## src/rtl/alarm_sequencer_if.sv

```systemverilog
// RTC/alarm inputs, user buttons and melody-control outputs of the alarm sequencer.
interface alarm_sequencer_if;
  logic [7:0] rtc_hour;
  logic [7:0] rtc_min;
  logic [7:0] rtc_sec;
  logic [7:0] al_hour;
  logic [7:0] al_min;
  logic       al_enable;
  logic       btn_stop;
  logic       btn_snooze;
  logic       music_en;
  logic       music_rst;
  logic       ringing;
  logic       snoozing;
  logic [3:0] snooze_left;

  modport master (
    output rtc_hour, rtc_min, rtc_sec, al_hour, al_min, al_enable,
    output btn_stop, btn_snooze,
    input  music_en, music_rst, ringing, snoozing, snooze_left
  );

  modport slave (
    input  rtc_hour, rtc_min, rtc_sec, al_hour, al_min, al_enable,
    input  btn_stop, btn_snooze,
    output music_en, music_rst, ringing, snoozing, snooze_left
  );
endinterface

```

## src/rtl/alarm_sequencer.sv

```systemverilog
// Alarm match, ring timeout, snooze and stop control upstream of the melody player.
module alarm_sequencer #(
  parameter int unsigned RING_SECS   = 60,
  parameter int unsigned SNOOZE_SECS = 300,
  parameter int unsigned MAX_SNOOZE  = 3
) (
  input  logic               clk,
  input  logic               reset,
  alarm_sequencer_if.slave   bus
);

  typedef enum logic [1:0] {
    IDLE   = 2'd0,
    RING   = 2'd1,
    SNOOZE = 2'd2
  } state_e;

  localparam logic [15:0] RING_LAST   = 16'(RING_SECS - 1);
  localparam logic [15:0] SNOOZE_LAST = 16'(SNOOZE_SECS - 1);
  localparam logic [3:0]  SNOOZE_MAX  = 4'(MAX_SNOOZE);

  state_e      state_q, state_d;
  logic [15:0] cnt_q, cnt_d;
  logic [3:0]  left_q, left_d;
  logic [7:0]  sec_q;
  logic        armed_q, armed_d;
  logic        music_rst_q, music_rst_d;
  logic        music_en_q, ringing_q, snoozing_q;
  logic        sec_tick, match, stop_req;

  assign sec_tick = (bus.rtc_sec != sec_q);
  assign match    = bus.al_enable && (bus.rtc_hour == bus.al_hour) &&
                    (bus.rtc_min == bus.al_min) && (bus.rtc_sec == 8'h00) && armed_q;
  assign stop_req = !bus.al_enable || bus.btn_stop;

  // One trigger per matching minute: a match disarms even outside IDLE.
  always_comb begin
    armed_d = armed_q;
    if (bus.rtc_sec != 8'h00) begin
      armed_d = 1'b1;
    end else if (match) begin
      armed_d = 1'b0;
    end
  end

  always_comb begin
    state_d     = state_q;
    cnt_d       = cnt_q;
    left_d      = left_q;
    music_rst_d = 1'b0;
    unique case (state_q)
      IDLE: begin
        if (match) begin
          state_d     = RING;
          cnt_d       = '0;
          left_d      = SNOOZE_MAX;
          music_rst_d = 1'b1;
        end
      end
      RING: begin
        if (stop_req) begin
          state_d = IDLE;
        end else if (bus.btn_snooze && (left_q != 4'd0)) begin
          state_d = SNOOZE;
          cnt_d   = '0;
          left_d  = left_q - 4'd1;
        end else if (bus.btn_snooze) begin
          state_d = RING;
        end else if (sec_tick) begin
          if (cnt_q == RING_LAST) begin
            state_d = IDLE;
          end else begin
            cnt_d = cnt_q + 16'd1;
          end
        end
      end
      SNOOZE: begin
        if (stop_req) begin
          state_d = IDLE;
        end else if (sec_tick) begin
          if (cnt_q == SNOOZE_LAST) begin
            state_d     = RING;
            cnt_d       = '0;
            music_rst_d = 1'b1;
          end else begin
            cnt_d = cnt_q + 16'd1;
          end
        end
      end
      default: begin
        state_d = IDLE;
      end
    endcase
  end

  always_ff @(posedge clk) begin
    if (reset) begin
      state_q     <= IDLE;
      cnt_q       <= '0;
      left_q      <= '0;
      sec_q       <= 8'h00;
      armed_q     <= 1'b1;
      music_rst_q <= 1'b0;
      music_en_q  <= 1'b0;
      ringing_q   <= 1'b0;
      snoozing_q  <= 1'b0;
    end else begin
      state_q     <= state_d;
      cnt_q       <= cnt_d;
      left_q      <= left_d;
      sec_q       <= bus.rtc_sec;
      armed_q     <= armed_d;
      music_rst_q <= music_rst_d;
      music_en_q  <= (state_d == RING);
      ringing_q   <= (state_d == RING);
      snoozing_q  <= (state_d == SNOOZE);
    end
  end

  assign bus.music_en    = music_en_q;
  assign bus.music_rst   = music_rst_q;
  assign bus.ringing     = ringing_q;
  assign bus.snoozing    = snoozing_q;
  assign bus.snooze_left = left_q;

endmodule
```

## src/flat_wrapper.sv

```systemverilog
// flat-port wrapper written by rule: the top's interface ports become plain ports
module alarm_sequencer_flat 
#(
  parameter int unsigned RING_SECS   = 60,
  parameter int unsigned SNOOZE_SECS = 300,
  parameter int unsigned MAX_SNOOZE  = 3
)
  (clk, reset, bus_rtc_hour, bus_rtc_min, bus_rtc_sec, bus_al_hour, bus_al_min, bus_al_enable, bus_btn_stop, bus_btn_snooze, bus_music_en, bus_music_rst, bus_ringing, bus_snoozing, bus_snooze_left);
  alarm_sequencer_if bus_i ();
  input  logic clk;
  input  logic reset;
  input wire logic [$bits(bus_i.rtc_hour)-1:0] bus_rtc_hour;
  input wire logic [$bits(bus_i.rtc_min)-1:0] bus_rtc_min;
  input wire logic [$bits(bus_i.rtc_sec)-1:0] bus_rtc_sec;
  input wire logic [$bits(bus_i.al_hour)-1:0] bus_al_hour;
  input wire logic [$bits(bus_i.al_min)-1:0] bus_al_min;
  input wire logic [$bits(bus_i.al_enable)-1:0] bus_al_enable;
  input wire logic [$bits(bus_i.btn_stop)-1:0] bus_btn_stop;
  input wire logic [$bits(bus_i.btn_snooze)-1:0] bus_btn_snooze;
  output wire logic [$bits(bus_i.music_en)-1:0] bus_music_en;
  output wire logic [$bits(bus_i.music_rst)-1:0] bus_music_rst;
  output wire logic [$bits(bus_i.ringing)-1:0] bus_ringing;
  output wire logic [$bits(bus_i.snoozing)-1:0] bus_snoozing;
  output wire logic [$bits(bus_i.snooze_left)-1:0] bus_snooze_left;
  assign bus_i.rtc_hour = bus_rtc_hour;
  assign bus_i.rtc_min = bus_rtc_min;
  assign bus_i.rtc_sec = bus_rtc_sec;
  assign bus_i.al_hour = bus_al_hour;
  assign bus_i.al_min = bus_al_min;
  assign bus_i.al_enable = bus_al_enable;
  assign bus_i.btn_stop = bus_btn_stop;
  assign bus_i.btn_snooze = bus_btn_snooze;
  assign bus_music_en = bus_i.music_en;
  assign bus_music_rst = bus_i.music_rst;
  assign bus_ringing = bus_i.ringing;
  assign bus_snoozing = bus_i.snoozing;
  assign bus_snooze_left = bus_i.snooze_left;
  alarm_sequencer #(.RING_SECS(RING_SECS), .SNOOZE_SECS(SNOOZE_SECS), .MAX_SNOOZE(MAX_SNOOZE)) u_core (.clk(clk), .reset(reset), .bus(bus_i));
endmodule
```

## config.mk

```make
export PLATFORM = sky130hd
export DESIGN_NAME = alarm_sequencer_flat
export DESIGN_NICKNAME = d
export VERILOG_FILES = /design/src/rtl/alarm_sequencer_if.sv /design/src/rtl/alarm_sequencer.sv /design/src/flat_wrapper.sv
export SDC_FILE = /design/constraint.sdc
export NUM_CORES = 1
export LEC_CHECK = 0
export ABC_AREA = 1
export BUFFER_PORTS_ARGS = -buffer_cell sky130_fd_sc_hd__buf_4
export CAP_MARGIN = 20
export CORE_MARGIN = 2
export CORE_UTILIZATION = 56
export CTS_BUF_LIST = sky130_fd_sc_hd__clkbuf_16
export DETAILED_ROUTE_END_ITERATION = 7
export GPL_ROUTABILITY_DRIVEN = 0
export PLACE_DENSITY = 0.82
export SYNTH_ARGS = -nofsm -noshare
export SYNTH_HDL_FRONTEND = slang
export SYNTH_SLANG_ARGS = --single-unit
```

## constraint.sdc

```tcl
create_clock -name clk -period 2.4 [get_ports clk]
set_input_delay 0.24 -clock clk [delete_from_list [all_inputs] [get_ports clk]]
set_output_delay 0.24 -clock clk [all_outputs]
set_load 0.02 [all_outputs]
```

Word level (Yosys, flattened, before mapping)
Index checks and enable logic that the tools add are counted.
{"block": "classes", "addsub": 2, "mul": 0, "div_mod_pow": 0, "n_lt_le_gt_ge": 0, "eq_ne": 17, "shift": 0, "muxes": 29, "bitwise_logic": 0, "reduce_logical": 16}
{"cell": "$mux W16", "n": 9}
{"cell": "$pmux W16 S3", "n": 1}
{"cell": "$mux W2", "n": 9}
{"cell": "$add A16 B1 Y16 const B", "n": 1}
{"cell": "$eq A16 B6 Y1 const B", "n": 1}
{"cell": "$eq A16 B9 Y1 const B", "n": 1}
{"cell": "$eq A8 B8 Y1", "n": 2}
{"cell": "$mux W4", "n": 3}
{"cell": "$logic_not A8 Y1", "n": 1}
{"cell": "$ne A8 B8 Y1", "n": 1}
{"cell": "$pmux W4 S2", "n": 1}
{"cell": "$reduce_and A8 Y1", "n": 1}
{"cell": "$reduce_bool A8 Y1", "n": 1}
{"cell": "$ne A2 B1 Y1 const B", "n": 3}
{"cell": "$ne A3 B2 Y1 const B", "n": 2}
{"cell": "$pmux W2 S3", "n": 1}
{"cell": "$logic_and A1 B1 Y1", "n": 5}
{"cell": "$eq A2 B1 Y1 const B", "n": 2}
{"cell": "$eq A2 B2 Y1 const B", "n": 2}
{"cell": "$mux W1", "n": 4}
{"cell": "$ne A2 B2 Y1 const B", "n": 2}
{"cell": "$reduce_and A4 Y1", "n": 1}
{"cell": "$reduce_bool A4 Y1", "n": 1}
{"cell": "$sub A4 B1 Y4 const B", "n": 1}
{"cell": "8 further kinds", "n": 8}
{"block": "word_totals", "regBits": 34, "latch_bits": 0, "ram_bits": 0, "romBits": 0, "input_bits": 45, "out_inout_bits": 8, "elab_cells": 72, "memories": 0}

Longest topological paths before layout
Gate-level depths: netlist of the first run.
{"block": "depth", "ltp_word": 8, "depth_mapped": 14, "ltp_nobuf": 14}

Least setup slack after synthesis of the first run
OpenSTA, ideal clock, no wires.
{"block": "synth_timing", "path_kind": "register to register", "start": "reg u_core.left_q[0] (netlist: u_core.bus.snooze_left[0])", "end": "reg u_core.cnt_q[5]", "setup_time_ps": 113, "t_arrival_ps": 1760, "t_required_ps": 2287, "slack_ps": 527, "stages_incl_launch_ff": 14, "n_path_buf": 1, "period_less_slack_ps": 1873, "path_cell_list": "dfxtp_1 > inv_1 > ha_1 > nand3_1 > nand2_1 > nand2_1 > inv_1 > nand2_2 > nand2_4 > nor2_8 > nand2_8 > buf_12 > o21ai_2 > nor2_1"}
{"block": "synth_between", "elab_chain_len": 5, "elab_cells_between_ends": 9, "cone_classes": "eq/ne (3); mux (3); reduce/logical (3)"}
{"element": "from (decl)", "line_no": "alarm_sequencer.sv:24", "source": "logic [3:0] left_q, left_d;"}
{"element": "from (signal assigned)", "line_no": "alarm_sequencer.sv:110", "source": "left_q <= left_d;"}
{"element": "$reduce_bool A4 Y1 (*)", "line_no": "alarm_sequencer.sv:63", "source": "end else if (bus.btn_snooze && (left_q != 4'd0)) begin"}
{"element": "$logic_and A1 B1 Y1 (*)", "line_no": "alarm_sequencer.sv:63"}
{"element": "$mux W16", "line_no": "alarm_sequencer.sv:63"}
{"element": "$mux W16", "line_no": "alarm_sequencer.sv:61", "source": "if (stop_req) begin"}
{"element": "$pmux W16 S3", "line_no": "alarm_sequencer.sv:51", "source": "unique case (state_q)"}
{"element": "to (signal assigned)", "line_no": "alarm_sequencer.sv:109", "source": "cnt_q <= cnt_d;"}
{"element": "to (decl)", "line_no": "alarm_sequencer.sv:23", "source": "logic [15:0] cnt_q, cnt_d;"}
Mark *: on every way between the ends. The rest lies on a longest branch, timed or not. The select of a mux whose other input is x is not followed.
A chain may end at the register's enable or synchronous reset.

Worst setup path after layout of the first run
{"block": "layout_timing", "start": "reg u_core.left_q[0] (netlist: u_core.bus.snooze_left[0])", "end": "reg u_core.cnt_q[7]"}
Same word-level chain as after synthesis.

==> summary.md, run 1 <==
| Metric | Value |
|---|---|
| First-pass GRT wire length | 11300 µm |
| Max cap viols | 0 |
| RSZ-0062 raised after global routing | false |
| Post-synth top flop | dfxtp_1 |
| Sequential share of the synthesized area | between 20% and 30% |
| Setup crit end kind | register |
| Post-layout util | 70.1% |
| Row Count | 25 |
| Synthesis-to-layout area growth | 21.5% |
| Asr flop ratio synth | 0% |
| HPWL Detailed | approximately 5200 µm |
| Slew @ Worst Pin | 0.588 ns |
| R2R Setup Slk | 0.34 ns |
| # port buffers | 52 |
| Worst Skew | 0.00566 ns |
| Synth Instances | 451 |
| GRT busiest layer | met2 |
| Number of global-route vias before repair | about 2600 |
| CP Max Fanout | 16 |
| EDFF count, synth | 0 |
| Worst hold endpoint | u_core.sec_q[1]$_SDFF_PP0_ |
| Power density over the cells | 444 nW/µm² |
| Netlist cell types | 37 |
| Final setup margin | 0.338 ns |
| Syn Area/Cell | 6.04 µm² |
| Vias/cell | 5.09 |
| Most frequent cells in the layout | nand2_1, nor2_1, inv_1 |
| FF-to-FF End | u_core.cnt_q[7]$_SDFFE_PP0P_ |
| Critical Path Source Type | register |
| WP data required | 2.61 ns |
| Slew HR | 60.7% |
| FF-to-FF path depth | 13 |
| Filler instances | about 460 |
| FF+latch count, synth | 34 |
| Most common cell after layout, fill and taps aside | nand2_1 |
| Period Utilization, post-route | 85.9% |
| Hold depth | 3 |
| Fin Setup TNS | 0 ns |
| Hold crit path type | input pin to register |
| Hold_buf cts | 0 |
| M1 GR Usage | 31.1% |
| RR Startpoint | u_core.bus.snooze_left[0]$_SDFFE_PP0P_ |
| CTS resizes | 0 |
| Number of setup buffers added after CTS | 0 |
| Clock transition at the registers of the reported paths | 0.06 ns |
| Setup slack at placement | 0.373 ns |
| Clock sinks | 34 |
| Initial DRC Count | 130 |
| Syn Nets | 503 |
| CTS tree | yes |
| H-tree Lvls | 2 |
| Crit path DAT | about 2.3 ns |
| Layout cells sized above 1 | 19.9% |
| Die span in y | 73.8 µm |
| Vias | 2899 |
| Synthesized area | roughly 2700 µm² |
| Crit. Startpoint | u_core.bus.snooze_left[0]$_SDFFE_PP0P_ |
| Crit Path Class | register to register |
| DIE WIDTH | 73.8 µm |
| Die area | 5440 µm² |
| Largest net degree at the start of global routing | 17 |
| Initial core utilization | 57.7% |
| Final setup violation count | 0 |
| Core Area | 4720 µm² |
| Footprint of the multi-input gates | 1700 µm² |
| Max clock buf depth | 2 |
| Total global routing overflow | 0 |
| Routed Antenna Nets | 0 |
| Fin. max-slew vios | 0 |
| Status | finished, final reports clean |
| Fin crit period | 2.06 ns |
| Drt drc | 0 |
| Drt pass-1 iters | 5 |
| Initial antenna violation count | 0 |
| Final nets | 554 |
| Clock Root Buffer | clkbuf_16 |
| Global-route usage over all layers | between 20% and 30% |
| Antenna cell count | 0 |
| HP Start | bus_rtc_sec[1] |
| Pleak | 1.53 nW |
| Hold Vio Cnt, Final | 0 |
| Met2 Use GR | between 40% and 50% |
| Seq. cell area | between 600 and 700 µm² |
| Clk_lat worst skew | 0.28 ns |
| Final wirelength | slightly below 7000 µm |
| FMAX | slightly below 500 MHz |
| Yosys warns | 0 |
| IR Drop Worst-Case VDD | 0.000284 V |
| Total CTS buffers | 5 |
| WL per Instance | 12.0 µm |
| IO Count | 53 |
| Grt met3 use | ~4.3% |
==> power breakdown <==
group | internal, mW | switching, mW
Sequential | 0.572 | 0.00312
Combinational | 0.0851 | 0.0818
Clock | 0.485 | 0.242
Total | 1.14 | 0.327
==> kinds of logic (layout without fill, tap and decap cells) <==
logic type / Yosys count / count (layout) / share of synthesized area [%]
compound gates: 36 / 36 / 8.59
buf+inv: 85 / 137 / 12.7
xor+xnor: 12 / 12 / 3.86
flops: 34 / 34 / 25.0
fa+ha+maj: 7 / 7 / 3.21
simple gates: 277 / 277 / 46.7
==> metrics by stage <==
stage | hold WS (ns) | cells | power, mW | area (µm²)
6_report | 0.181 | 570 | 1.47 | 3310
5_1_grt | 0.186 | 570 | 1.53 | 3310
4_1_cts | 0.178 | 570 | 1.48 | 3310
3_5_place_dp | 0.441 | 562 | 0.754 | 3150
3_3_place_gp | 0.432 | 562 | 0.750 | 3150
2_1_floorplan | 0.347 | 451 | 0.674 | 2730
==> routing by layer <==
metal  part of all wire (%)  vias to the layer above
met5                      0                        -
met4                    1.1                        0
met3                    5.6                        8
met2                     51                       88
met1                     42                     1289
li1                       -                     1514
==> worst max-delay path: stages (launching register included) <==
cell and delay, ns:
dfxtp_1 0.38, inv_1 0.10, ha_1 0.23, nand3_1 0.09
nand2_1 0.14, nand2_1 0.15, inv_1 0.09, nand2_2 0.09
nand2_4 0.07, nor2_8 0.18, nand2_8 0.15, inv_4 0.15
nor2_1 0.05, nor2_1 0.10
==> state kept, by name, summed over array words and instances, names as in the netlist <==
register and flops:
u_core.sec_q 8, u_core.state_q 2, u_core.bus.snoozing 1, u_core.bus.snooze_left 4, u_core.armed_q 1, u_core.bus.music_en 1, u_core.bus.music_rst 1, u_core.cnt_q 16
==> worst max-delay path by stage <==
stage                                          endpoint  cells past startpoint
final                      u_core.cnt_q[7]$_SDFFE_PP0P_                     13
after global routing      u_core.cnt_q[14]$_SDFFE_PP0P_                     13
after CTS                  u_core.cnt_q[1]$_SDFFE_PP0P_                     13
after detailed placement   u_core.cnt_q[8]$_SDFFE_PP0P_                     13
after global placement     u_core.cnt_q[6]$_SDFFE_PP0P_                     11
after floorplan            u_core.cnt_q[5]$_SDFFE_PP0P_                     13
==> final cells by class <==
| class | count | area share (%) |
|---|---|---|
| timing repair buffer | 52 | 11.8 |
| inverter | 77 | 8.81 |
| clock inverter | 3 | 1.21 |
| sequential | 34 | 20.6 |
| multi-input combinational | 332 | 51.3 |
| clock buffer | 5 | 3.78 |
| tap | 67 | 2.53 |
==> Yosys cell counts, types with 3 or more instances <==
| cell | count | area, µm² |
|---|---|---|
| buf_2 | 3 | 15.0 |
| nand3_1 | 37 | 185 |
| inv_2 | 10 | 37.5 |
| xnor2_1 | 10 | 87.6 |
| nand2_2 | 7 | 43.8 |
| nor2_1 | 84 | 315 |
| inv_1 | 66 | 248 |
| nor3_1 | 7 | 35.0 |
| clkbuf_1 | 3 | 11.3 |
| a21oi_2 | 5 | 43.8 |
| a21oi_1 | 9 | 45.0 |
| o21ai_2 | 5 | 43.8 |
| nand4_1 | 21 | 131 |
| o21ai_0 | 13 | 65.1 |
| dfxtp_1 | 34 | 681 |
| nand2_1 | 103 | 387 |
| ha_1 | 7 | 87.6 |
| nor3_2 | 4 | 40.0 |
(Power assumes the default switching activity.)
==> inputs of run 2 (changes only) <==
Clock period 2.4 ns to 2.2 ns, I/O delays scaled along.
==> run 2 against run 1 <==
Net effect:
- cell area increased by 1.2%
- utilization is 0.82 points higher
- via count up 1.2%
- clock power rose by 27%
- worst setup slack got worse by 0.12 ns
- count of clock-buffer cells in the layout is the same
- clock skew is 0.0010 ns higher
==> summary.md, run 2 (synthesis results as in run 1) <==
| Metric | Value |
|---|---|
| Status | finished, final reports clean |
| Layout cells sized above 1 | 20.7% (+0.80 points) |
| First-pass GRT wire length | 11400 µm (+1.2%) |
| Core Area | 4720 µm² (unchanged) |
| Final wirelength | 6960 µm (+2.1%) |
| Initial DRC Count | 130 (unchanged) |
| Drt drc | 0 (unchanged) |
| Die area | 5440 µm² (unchanged) |
| Fin crit period | 1.98 ns (-0.0780 ns) |
| Most common cell after layout, fill and taps aside | nand2_1 |
| IO Count | 53 (unchanged) |
| HPWL Detailed | 5260 µm (+0.54%) |
| Die span in y | 73.8 µm (unchanged) |
| Power density over the cells | 518 nW/µm² (+17%) |
| Final setup margin | 0.216 ns (-0.122 ns) |
| Period Utilization, post-route | 90.2% (+4.3 points) |
| Crit path DAT | 2.20 ns (-0.07 ns) |
| Vias | 2934 (+1.2%) |
| CTS tree | yes |
| Antenna cell count | 0 (unchanged) |
| Number of global-route vias before repair | 2712 (+3.0%) |
| Most frequent cells in the layout | nand2_1, nor2_1, inv_1 |
| Grt met3 use | 5.49% (+1.2 points) |
| CP Max Fanout | 16 (unchanged) |
| Total CTS buffers | 5 (unchanged) |
| Met2 Use GR | 47.3% (+0.69 points) |
| Hold Vio Cnt, Final | 0 (unchanged) |
| Routed Antenna Nets | 0 (unchanged) |
| Drt pass-1 iters | 4 (-1) |
| Largest Register | u_core.cnt_q |
| Hold_buf cts | 0 (unchanged) |
| Final nets | 554 (unchanged) |
| M1 GR Usage | 30.5% (-0.56 points) |
| Critical Path Source Type | register |
| Fin Setup TNS | 0 ns (unchanged) |
| Setup crit end kind | register |
| RSZ-0062 raised after global routing | false |
| Worst Skew | 0.00666 ns (+0.000996 ns) |
| Clock Root Buffer | clkbuf_16 |
| FMAX | 504 MHz (+3.9%) |
| Synthesis-to-layout area growth | 22.9% |
| WP data required | 2.41 ns (-0.20 ns) |
| Hold crit path type | input pin to register |
| Number of setup buffers added after CTS | 0 (unchanged) |
| Fin. max-slew vios | 0 (unchanged) |
| GRT busiest layer | met2 |
| Max clock buf depth | 2 (unchanged) |
| WL per Instance | 12.2 µm (+2.1%) |
| Setup slack at placement | 0.181 ns (-0.192 ns) |
| Max FFs per register | 16 (unchanged) |
| Largest net degree at the start of global routing | 17 (unchanged) |
| Final setup violation count | 0 (unchanged) |
| Clock sinks | 34 (unchanged) |
| Pleak | 1.54 nW (+0.48%) |
| DIE WIDTH | 73.8 µm (unchanged) |
| Initial antenna violation count | 0 (unchanged) |
| Clk_lat worst skew | 0.28 ns (about the same) |
| Crit Path Class | register to register |
| # port buffers | 52 (unchanged) |
| Slew HR | 59.7% (-1.0 points) |
| Row Count | 25 (unchanged) |
| Global-route usage over all layers | 26.5% (+0.38 points) |
| Slew @ Worst Pin | 0.603 ns (+0.0153 ns) |
| IR Drop Worst-Case VDD | 0.000294 V (+3.5%) |
| Initial core utilization | 57.7% (unchanged) |
| Clock transition at the registers of the reported paths | 0.06 ns (about the same) |
| Vias/cell | 5.15 (+1.2%) |
| Max cap viols | 0 (unchanged) |
| H-tree Lvls | 2 (unchanged) |
| Total global routing overflow | 0 (unchanged) |
## run 2: through the flow
stage	total power [mW]	util (%)	instances	instance area [µm²]	hold slack, ns
final	1.73	70.9	570	3350	0.159
after global routing	1.80	70.9	570	3350	0.168
after CTS	1.75	70.7	570	3340	0.158
after detailed placement	0.823	66.6	562	3150	0.441
after global placement	0.818	66.6	562	3150	0.432
after floorplan	0.735	-	451	2730	0.327
## run 2: what timing repair did
action / CTS / global route
gates resized for setup: 0 / 4
endpoints found under the hold margin: 0 / 0
endpoints found under the setup margin: 0 / 11
## run 2: cell type report
type,count,area (µm²)
clock inverter,3,68.8
multi-input combinational,332,1710
fill,443,1370
clock buffer,5,125
tap,67,83.8
sequential,34,681
timing repair buffer,52,390
inverter,77,292
## run 2: final timing paths
kind                                          start                            to  slack [ns]  cells after the start
min reg2reg             u_core.armed_q$_SDFFE_PP1P_   u_core.armed_q$_SDFFE_PP1P_        0.45                      2
min                                  bus_rtc_sec[1]    u_core.sec_q[1]$_SDFF_PP0_        0.16                      3
max reg2reg  u_core.bus.snooze_left[0]$_SDFFE_PP0P_  u_core.cnt_q[7]$_SDFFE_PP0P_        0.22                     13
max          u_core.bus.snooze_left[0]$_SDFFE_PP0P_  u_core.cnt_q[7]$_SDFFE_PP0P_        0.22                     13
## run 2: worst max-delay path, cell delays in order (launching register included)
cell     delay, ns
dfxtp_1       0.38
inv_1         0.11
ha_1          0.24
nand3_1       0.11
nand2_2       0.11
nand2_2       0.10
inv_1         0.07
nand2_2       0.08
nand2_4       0.07
nor2_8        0.18
nand2_8       0.15
inv_4         0.14
nor2_1        0.05
nor2_1        0.10
## run 2: per-layer routing
layer	wire length [µm]	share of wire, %
met1	2860	41
met2	3550	51
met3	445	6.4
met4	112	1.6
met5	0	0
## run 2: power by group
| group | switching [mW] | leakage, nW | total [mW] | internal [mW] |
|---|---|---|---|---|
| registers | 0.00339 | 0.276 | 0.627 | 0.624 |
| logic | 0.0901 | 1.17 | 0.183 | 0.0929 |
| clock network | 0.274 | 0.0940 | 0.924 | 0.651 |
| total | 0.367 | 1.54 | 1.73 | 1.37 |
